[config.mk]
export PLATFORM = sky130hd
export DESIGN_NAME = ti_q_stage
export DESIGN_NICKNAME = d
export VERILOG_FILES = /design/src/rtl/ti_q_stage_pkg.sv /design/src/rtl/ti_q_share.sv /design/src/rtl/ti_q_stage.sv
export SDC_FILE = /design/constraint.sdc
export NUM_CORES = 1
export LEC_CHECK = 0
export BUFFER_PORTS_ARGS = -buffer_cell sky130_fd_sc_hd__buf_2
export CORE_ASPECT_RATIO = 0.9
export CORE_MARGIN = 2
export CORE_UTILIZATION = 35
export CTS_BUF_LIST = sky130_fd_sc_hd__clkbuf_4
export DETAILED_ROUTE_END_ITERATION = 10
export GPL_ROUTABILITY_DRIVEN = 0
export PLACE_DENSITY = 0.6
export SLEW_MARGIN = 20
export SYNTH_ARGS = -nofsm -noshare
export SYNTH_HDL_FRONTEND = slang
export SYNTH_SLANG_ARGS = --single-unit
[constraint.sdc]
create_clock -name clk -period 1.3 [get_ports clk]
set_input_delay 0.195 -clock clk [delete_from_list [all_inputs] [get_ports clk]]
set_output_delay 0.195 -clock clk [all_outputs]
set_load 0.02 [all_outputs]
[src/rtl/ti_q_stage_pkg.sv]
// Shared definitions for the 3-share threshold-implemented Midori64 S-box datapath.
package ti_q_stage_pkg;
   localparam int SHARE_W = 4;
   localparam int NSHARES = 3;

   typedef logic [SHARE_W-1:0] share_t;

   // One buffered result: the three output shares plus the end-of-state tag.
   // y[0] is output share 1, y[1] share 2, y[2] share 3.
   typedef struct packed {
      share_t [NSHARES-1:0] y;
      logic                 last;
   } q_entry_t;
endpackage

[src/rtl/ti_q_share.sv]
// One output share of the quadratic layer Q(a,b,c,d) = (a, b, c^ab, d^ac).
// Sees exactly two input shares, so non-completeness holds by construction:
// lin_s supplies the linear bits, oth_s only enters the cross products.
module ti_q_share
   import ti_q_stage_pkg::*;
(
   input  logic [SHARE_W-1:0] lin_s,
   input  logic [SHARE_W-1:0] oth_s,
   output logic [SHARE_W-1:0] y_s
);

   logic ab_t;
   logic ac_t;

   // Shared products a*b and a*c followed by the linear pass-through of a, b, c, d.
   always_comb begin
      ab_t = (lin_s[3] & lin_s[2]) ^ (lin_s[3] & oth_s[2]) ^ (oth_s[3] & lin_s[2]);
      ac_t = (lin_s[3] & lin_s[1]) ^ (lin_s[3] & oth_s[1]) ^ (oth_s[3] & lin_s[1]);
      y_s  = {lin_s[3], lin_s[2], lin_s[1] ^ ab_t, lin_s[0] ^ ac_t};
   end

endmodule

[src/rtl/ti_q_stage.sv]
// Registered quadratic layer of the 3-share TI Midori64 S-box.
// Main output register plus a one-entry skid buffer: the register is the glitch
// barrier between the shared Q evaluation and the next affine layer, and the
// skid keeps in_ready a pure flop output while sustaining one nibble per cycle.
module ti_q_stage
   import ti_q_stage_pkg::*;
#(
   parameter int NIBBLES = 16
) (
   input  logic               clk,
   input  logic               rst_n,
   input  logic               in_valid,
   output logic               in_ready,
   input  logic [SHARE_W-1:0] x1,
   input  logic [SHARE_W-1:0] x2,
   input  logic [SHARE_W-1:0] x3,
   output logic               out_valid,
   input  logic               out_ready,
   output logic [SHARE_W-1:0] y1,
   output logic [SHARE_W-1:0] y2,
   output logic [SHARE_W-1:0] y3,
   output logic               out_last
);

   localparam int               IDX_W    = (NIBBLES > 1) ? $clog2(NIBBLES) : 1;
   localparam logic [IDX_W-1:0] IDX_LAST = IDX_W'(NIBBLES - 1);

   share_t           q1;
   share_t           q2;
   share_t           q3;
   q_entry_t         in_entry;
   q_entry_t         main_d;
   q_entry_t         main_q;
   q_entry_t         skid_d;
   q_entry_t         skid_q;
   logic             main_vld_d;
   logic             main_vld_q;
   logic             skid_vld_d;
   logic             skid_vld_q;
   logic [IDX_W-1:0] idx_d;
   logic [IDX_W-1:0] idx_q;
   logic             accept;
   logic             drain;

   // Rotated share wiring: share i never sees input share i.
   ti_q_share u_share1 (.lin_s(x2), .oth_s(x3), .y_s(q1));
   ti_q_share u_share2 (.lin_s(x3), .oth_s(x1), .y_s(q2));
   ti_q_share u_share3 (.lin_s(x1), .oth_s(x2), .y_s(q3));

   assign in_ready  = !skid_vld_q;
   assign accept    = in_valid && in_ready;
   assign drain     = main_vld_q && out_ready;

   assign out_valid = main_vld_q;
   assign y1        = main_q.y[0];
   assign y2        = main_q.y[1];
   assign y3        = main_q.y[2];
   assign out_last  = main_q.last;

   // Candidate entry for the nibble currently offered, tagged when it closes a state.
   always_comb begin
      in_entry.y    = {q3, q2, q1};
      in_entry.last = (idx_q == IDX_LAST);
   end

   // Nibble position within the state, advanced on every accepted input.
   always_comb begin
      idx_d = idx_q;
      if (accept) begin
         idx_d = (idx_q == IDX_LAST) ? '0 : idx_q + 1'b1;
      end
   end

   // Main/skid occupancy: refill main from skid first so order is preserved;
   // park a new nibble in the skid only when main is held by backpressure.
   always_comb begin
      main_d     = main_q;
      main_vld_d = main_vld_q;
      skid_d     = skid_q;
      skid_vld_d = skid_vld_q;
      if (!main_vld_q || drain) begin
         if (skid_vld_q) begin
            main_d     = skid_q;
            main_vld_d = 1'b1;
            skid_vld_d = 1'b0;
         end else begin
            if (accept) begin
               main_d = in_entry;
            end
            main_vld_d = accept;
         end
      end else if (accept) begin
         skid_d     = in_entry;
         skid_vld_d = 1'b1;
      end
   end

   // State registers; reset flushes in-flight nibbles and restarts the state count.
   always_ff @(posedge clk or negedge rst_n) begin
      if (!rst_n) begin
         main_q     <= '0;
         skid_q     <= '0;
         main_vld_q <= 1'b0;
         skid_vld_q <= 1'b0;
         idx_q      <= '0;
      end else begin
         main_q     <= main_d;
         skid_q     <= skid_d;
         main_vld_q <= main_vld_d;
         skid_vld_q <= skid_vld_d;
         idx_q      <= idx_d;
      end
   end

endmodule
== Word level (Yosys, flattened, before mapping) ==
Index checks and enable logic that the tools add are counted.

* Flip-flop bits (word level): 32
* Word-level logic and storage cells: 65
* Output and inout bits: 15

* Muxes and demuxes: 6
* Bitwise operators: 37
* $add $sub $neg: 1
* Reductions and logical operators: 9
* Eq/ne operators: 1

{| class="wikitable"
|+ Operators by type and width
! cell !! number
|-
| 13-bit 2-to-1 mux || 2
|-
| 1-bit bitwise AND || 18
|-
| 1-bit bitwise XOR || 18
|-
| 4-bit by 1-bit adder with 4-bit output, second input constant || 1
|-
| 4-bit == test, second input constant || 1
|-
| 4-bit 2-to-1 mux || 1
|-
| 2-bit AND reduction || 2
|-
| 2-bit nonzero test || 2
|-
| 1-bit 2-to-1 mux || 3
|-
| 1-bit logical AND || 2
|-
| 1-bit logical NOT || 2
|-
| 1-bit logical OR || 1
|-
| 1-bit inverter || 1
|}

== Logic depth before layout (Yosys ltp) ==
* Depth after elaboration: 6
* Mapped depth: 6
* Mapped depth without buffers: 5

== Modules after synthesis ==
From an unflattened synthesis, not the netlist that was laid out.

* Cells, all modules: 134
* Area total of the unflattened synthesis: 1883.1 um^2

{| class="wikitable"
|+ By module, submodules not included
! module !! cells an instance !! area each (um^2) !! times used
|-
| ti_q_stage || 98 || 1552.7 || 1
|-
| ti_q_share || 12 || 110.1 || 3
|}

== Least setup slack after synthesis ==
OpenSTA, ideal clock, no wires.

* Path kind: reg2reg
* From: register main_vld_q (netlist: out_valid)
* To: register skid_q[6] in the netlist's numbering
* Path buffers: 2
* Data arrival time: 1463 ps
* Library setup time: 69 ps
* Slack: -232 ps
* Stages on the path, launching flop included: 7
* Required time: 1231 ps
* Cells stage by stage: dfrtp_1 nor2b_1 clkbuf_1 nand2_1 clkbuf_1 a211o_1 nand3_1

* Word-level cells in the longest chain between the ends: 4

{| class="wikitable"
|+ Ends and longest elaborated chain
! what !! RTL line !! text
|-
| start, declared || ti_q_stage.sv:37 || <nowiki>logic main_vld_q;</nowiki>
|-
| start signal, assigned || ti_q_stage.sv:109 || <nowiki>main_vld_q <= main_vld_d;</nowiki>
|-
| 1-bit logical NOT / 1-bit logical AND (equally long branches) || ti_q_stage.sv:81, ti_q_stage.sv:52 ||
|-
| 1-bit logical OR (*) || ti_q_stage.sv:81 || <nowiki>if (!main_vld_q || drain) begin</nowiki>
|-
| 1-bit inverter (no source line) (*) || n/a ||
|-
| 2-bit AND reduction (no source line) (*) || n/a ||
|-
| end signal, assigned || ti_q_stage.sv:108 || <nowiki>skid_q <= skid_d;</nowiki>
|-
| end, declared || ti_q_stage.sv:35 || <nowiki>q_entry_t skid_q;</nowiki>
|}

Mark *: on every way between the ends. The rest lies on a longest branch, timed or not.
A chain may end at the register's enable or synchronous reset.

== Final worst setup path ==
* From: register skid_vld_q
* To: register main_q, in the netlist y3[1]

* Word-level cells in the longest chain between the ends: 4

{| class="wikitable"
|+ Ends and longest elaborated chain
! what !! RTL line !! text
|-
| start, declared || ti_q_stage.sv:39 || <nowiki>logic skid_vld_q;</nowiki>
|-
| start signal, assigned || ti_q_stage.sv:110 || <nowiki>skid_vld_q <= skid_vld_d;</nowiki>
|-
| 1-bit logical NOT || ti_q_stage.sv:50 || <nowiki>assign in_ready = !skid_vld_q;</nowiki>
|-
| 1-bit logical AND || ti_q_stage.sv:51 || <nowiki>assign accept = in_valid && in_ready;</nowiki>
|-
| 2-bit nonzero test (no source line) || n/a ||
|-
| 2-bit AND reduction (no source line) || n/a ||
|-
| end signal, assigned || ti_q_stage.sv:107 || <nowiki>main_q <= main_d;</nowiki>
|-
| end, declared || ti_q_stage.sv:33 || <nowiki>q_entry_t main_q;</nowiki>
|}

Several ways; a longest one is shown, not always the timed one.

==> results by group <==
Run status
  – Status: finished with violations
  – Failing checks: negative setup slack

Worst setup path
  – Crit path kind: reg2reg
  – Worst path slowest cell: or4_4
  – R2R cell count: 4
  – CP max FO: 5
  – Worst R2R Start: skid_vld_q
  – CP Launch Type: flop
  – Worst EP required: 1.58 ns
  – Crit path from: skid_vld_q
  – Crit path cell chain: buf_6, or4_4, a21oi_2, or3_1
  – Crit-path max cell delay: 0.54 ns
  – CP Data Arrival Time: roughly 1.7 ns
  – Crit end category: flop

Worst hold path
  – Hold Crit Class: in2reg
  – Worst Hold Path Cells: 3
  – Hold path startpoint: x1[0]

CTS
  – Inserted Clock Buffers: 5
  – Worst-path clk slew: 0.11 ns
  – CTS H-tree depth: 2
  – Root Buffer: clkbuf_4
  – Clock latency on the worst-skew pair: approximately 0.34 ns
  – Clock Sinks: 32
  – CTS Buffer Depth: 2
  – CTS tree: built

Synth
  – Mean post-synth cell area: just over 9 um^2
  – Seq/Total Area, Yosys: between 40 and 50%
  – Post-synthesis register bit count: 32
  – Yosys warnings: 0
  – Netlist cell types: 31
  – Gate Count Post-Synth: slightly above 200
  – Mapped cell area: about 1900 um^2
  – Syn Nets: 220

Final layout
  – Filler Cells Inserted: about 510
  – Non-Filler Instances: 337
  – Nets: between 200 and 300
  – Synth-to-Final Area Change: 38.8%
  – Layout cell share with drive strength beyond 1: between 40% and 50%
  – Final design utilization: between 40% and 50%
  – Fin area: ~2600 um^2
  – Most frequent cells in the layout: buf_4 (35), dfrtp_1 (30), buf_2 (29)
  – N_diodes: 0
  – Most common cell after layout, fill and taps aside: buf_4

Routing
  – Final wirelength: ~4700 um
  – DRC: 0
  – Vias: approximately 1700
  – Post-route ant nets: 0
  – Routed vias/inst: slightly above 5
  – First drt pass iteration count: 4
  – DR WL/cell: ~14 um
  – Initial DRC count: between 60 and 70

Global route
  – Pin count of the biggest net entering global routing: 33
  – Initial antenna violation count: 0
  – First-pass GRT wire length: approximately 7800 um
  – Vias in the first global route: about 1600
  – Gr usage total: between 10% and 20%
  – GR Overflow Total: 0

Timing
  – Worst clock skew: around 0.011 ns
  – Worst slew pin tran: between 0.4 and 0.5 ns
  – Final setup vio count: 8
  – Period utilization: 112%
  – Slew Viols, Final: 0
  – Smallest hold slack: about 0.15 ns
  – Final Critical Period: approximately 1.5 ns
  – Fmax: 684 MHz
  – Final WS setup: -0.161 ns
  – Worst slew margin: 68.6%
  – Final hold violations: 0
  – TNS Setup: -0.781 ns
  – RSZ-0062 raised after global routing: true

Floorplanning
  – Chip Width: around 81 um
  – Die area: 5970 um^2
  – Rows: 25
  – Starting Density: 36.0%
  – IO Count: 31
  – Die height: about 73 um
  – Core ar.: 5220 um^2

Pwr
  – Max IR drop VDD: 0.000455 V
  – Pwr Total: around 3.3 mW
  – Pwr/cell area: ~1200 nW/um^2
  – Leakage power: between 1 and 1.5 nW

Place
  – I/O Buffers: 30
  – DP Area: between 2000 and 2500 um^2
  – Dpl ws: -0.269 ns
  – DP HPWL: 3360 um
  – Placed Cells: about 320

Flow run
  – Total of max-cap violations: 0
[sequential cells by signal, summed over array words and instances (netlist names)]
| name | cells |
|---|---|
| skid_vld_q | 1 |
| out_last | 1 |
| y1 | 4 |
| out_valid | 1 |
| y3 | 4 |
| y2 | 4 |
| skid_q | 13 |
| idx_q | 4 |
[layer usage]
| metal | vias up | track usage [%] | wire length, um |
|---|---|---|---|
| met5 | - | 0 | 0 |
| met4 | 0 | 5.84 | 73 |
| met3 | 7 | 3.93 | 170 |
| met2 | 28 | 25.5 | 2120 |
| met1 | 814 | 25.1 | 2300 |
| li1 | 859 | - | - |
[cells in the mapped netlist]
library cell | instances | share of area [%]
and4bb_4 | 1 | 0.87
a221oi_4 | 3 | 4.2
nand3_1 | 14 | 3.7
dfrtp_1 | 32 | 43
or3_1 | 6 | 2.0
mux2_2 | 4 | 2.4
xnor2_1 | 1 | 0.47
buf_6 | 4 | 2.4
and3_1 | 3 | 1.0
clkbuf_1 | 8 | 1.6
and2_1 | 1 | 0.33
inv_1 | 2 | 0.40
and4_1 | 6 | 2.8
nand4_1 | 4 | 1.3
nand2_1 | 35 | 7.0
buf_4 | 1 | 0.40
or4_1 | 3 | 1.2
nand2b_1 | 4 | 1.3
buf_2 | 3 | 0.80
nor2_1 | 11 | 2.2
a21oi_1 | 12 | 3.2
o21ai_0 | 16 | 4.3
a211o_1 | 3 | 1.4
nor3b_1 | 3 | 1.2
nor4b_1 | 3 | 1.4
nor2b_1 | 7 | 2.3
ha_1 | 1 | 0.67
xor2_1 | 3 | 1.4
mux2i_1 | 6 | 3.2
and2b_4 | 1 | 0.53
and4bb_2 | 2 | 1.3
[power by group]
| group | leakage [nW] | switching (mW) | internal (mW) |
|---|---|---|---|
| Clock | 0.0456 | 0.358 | 0.424 |
| Sequential | 0.387 | 0.173 | 1.23 |
| Combinational | 0.800 | 0.562 | 0.507 |
| Total | 1.23 | 1.09 | 2.16 |
[cell type report]
cell class	count	area [um^2]	share of cell area, %
Tap cell	67	83.8	3.22
Inverter	2	12.5	0.480
Clock inverter	2	35.0	1.34
Timing Repair Buffer	75	543	20.8
Sequential cell	32	803	30.8
Clock buffer	6	45.0	1.73
Multi-Input combinational cell	153	1080	41.6
[kinds of logic (layout without fill, tap and decap cells)]
logic type	Yosys count	after routing	share of synthesized area [%]
and+or+nand+nor	104	104	30.6
xor gates and xnor gates	4	4	1.87
muxes	10	10	5.60
AOI/OAI and AO/OA	34	34	13.1
adders and majority gates	1	1	0.666
DFF	32	32	42.6
buffers and inverters	18	85	5.60
[repair_timing]
item,4_1_cts,5_1_grt
pin swaps,4,20
hold buffers,1,0
endpoints found under the setup margin,29,31
buffers inserted,4,0
gates cloned,1,0
gates resized for setup,20,35
endpoints found under the hold margin,32,0
[final timing paths]
path,to,slack [ns]
max,y3[1],-0.16
max reg2reg,y3[1],-0.16
max in group asynchronous,out_valid,0.58
min,skid_q[9],0.15
min in group asynchronous,skid_q[2],0.40
min reg2reg,skid_q[11],0.48
[critical path: cells and delay by family (launching register included)]
kind	cells	cell delay [ns]
buffers and inverters	1	0.16
and+or+nand+nor	2	0.66
DFF	1	0.46
AOI/OAI and AO/OA	1	0.12
Power figures use the tool's default switching activity.
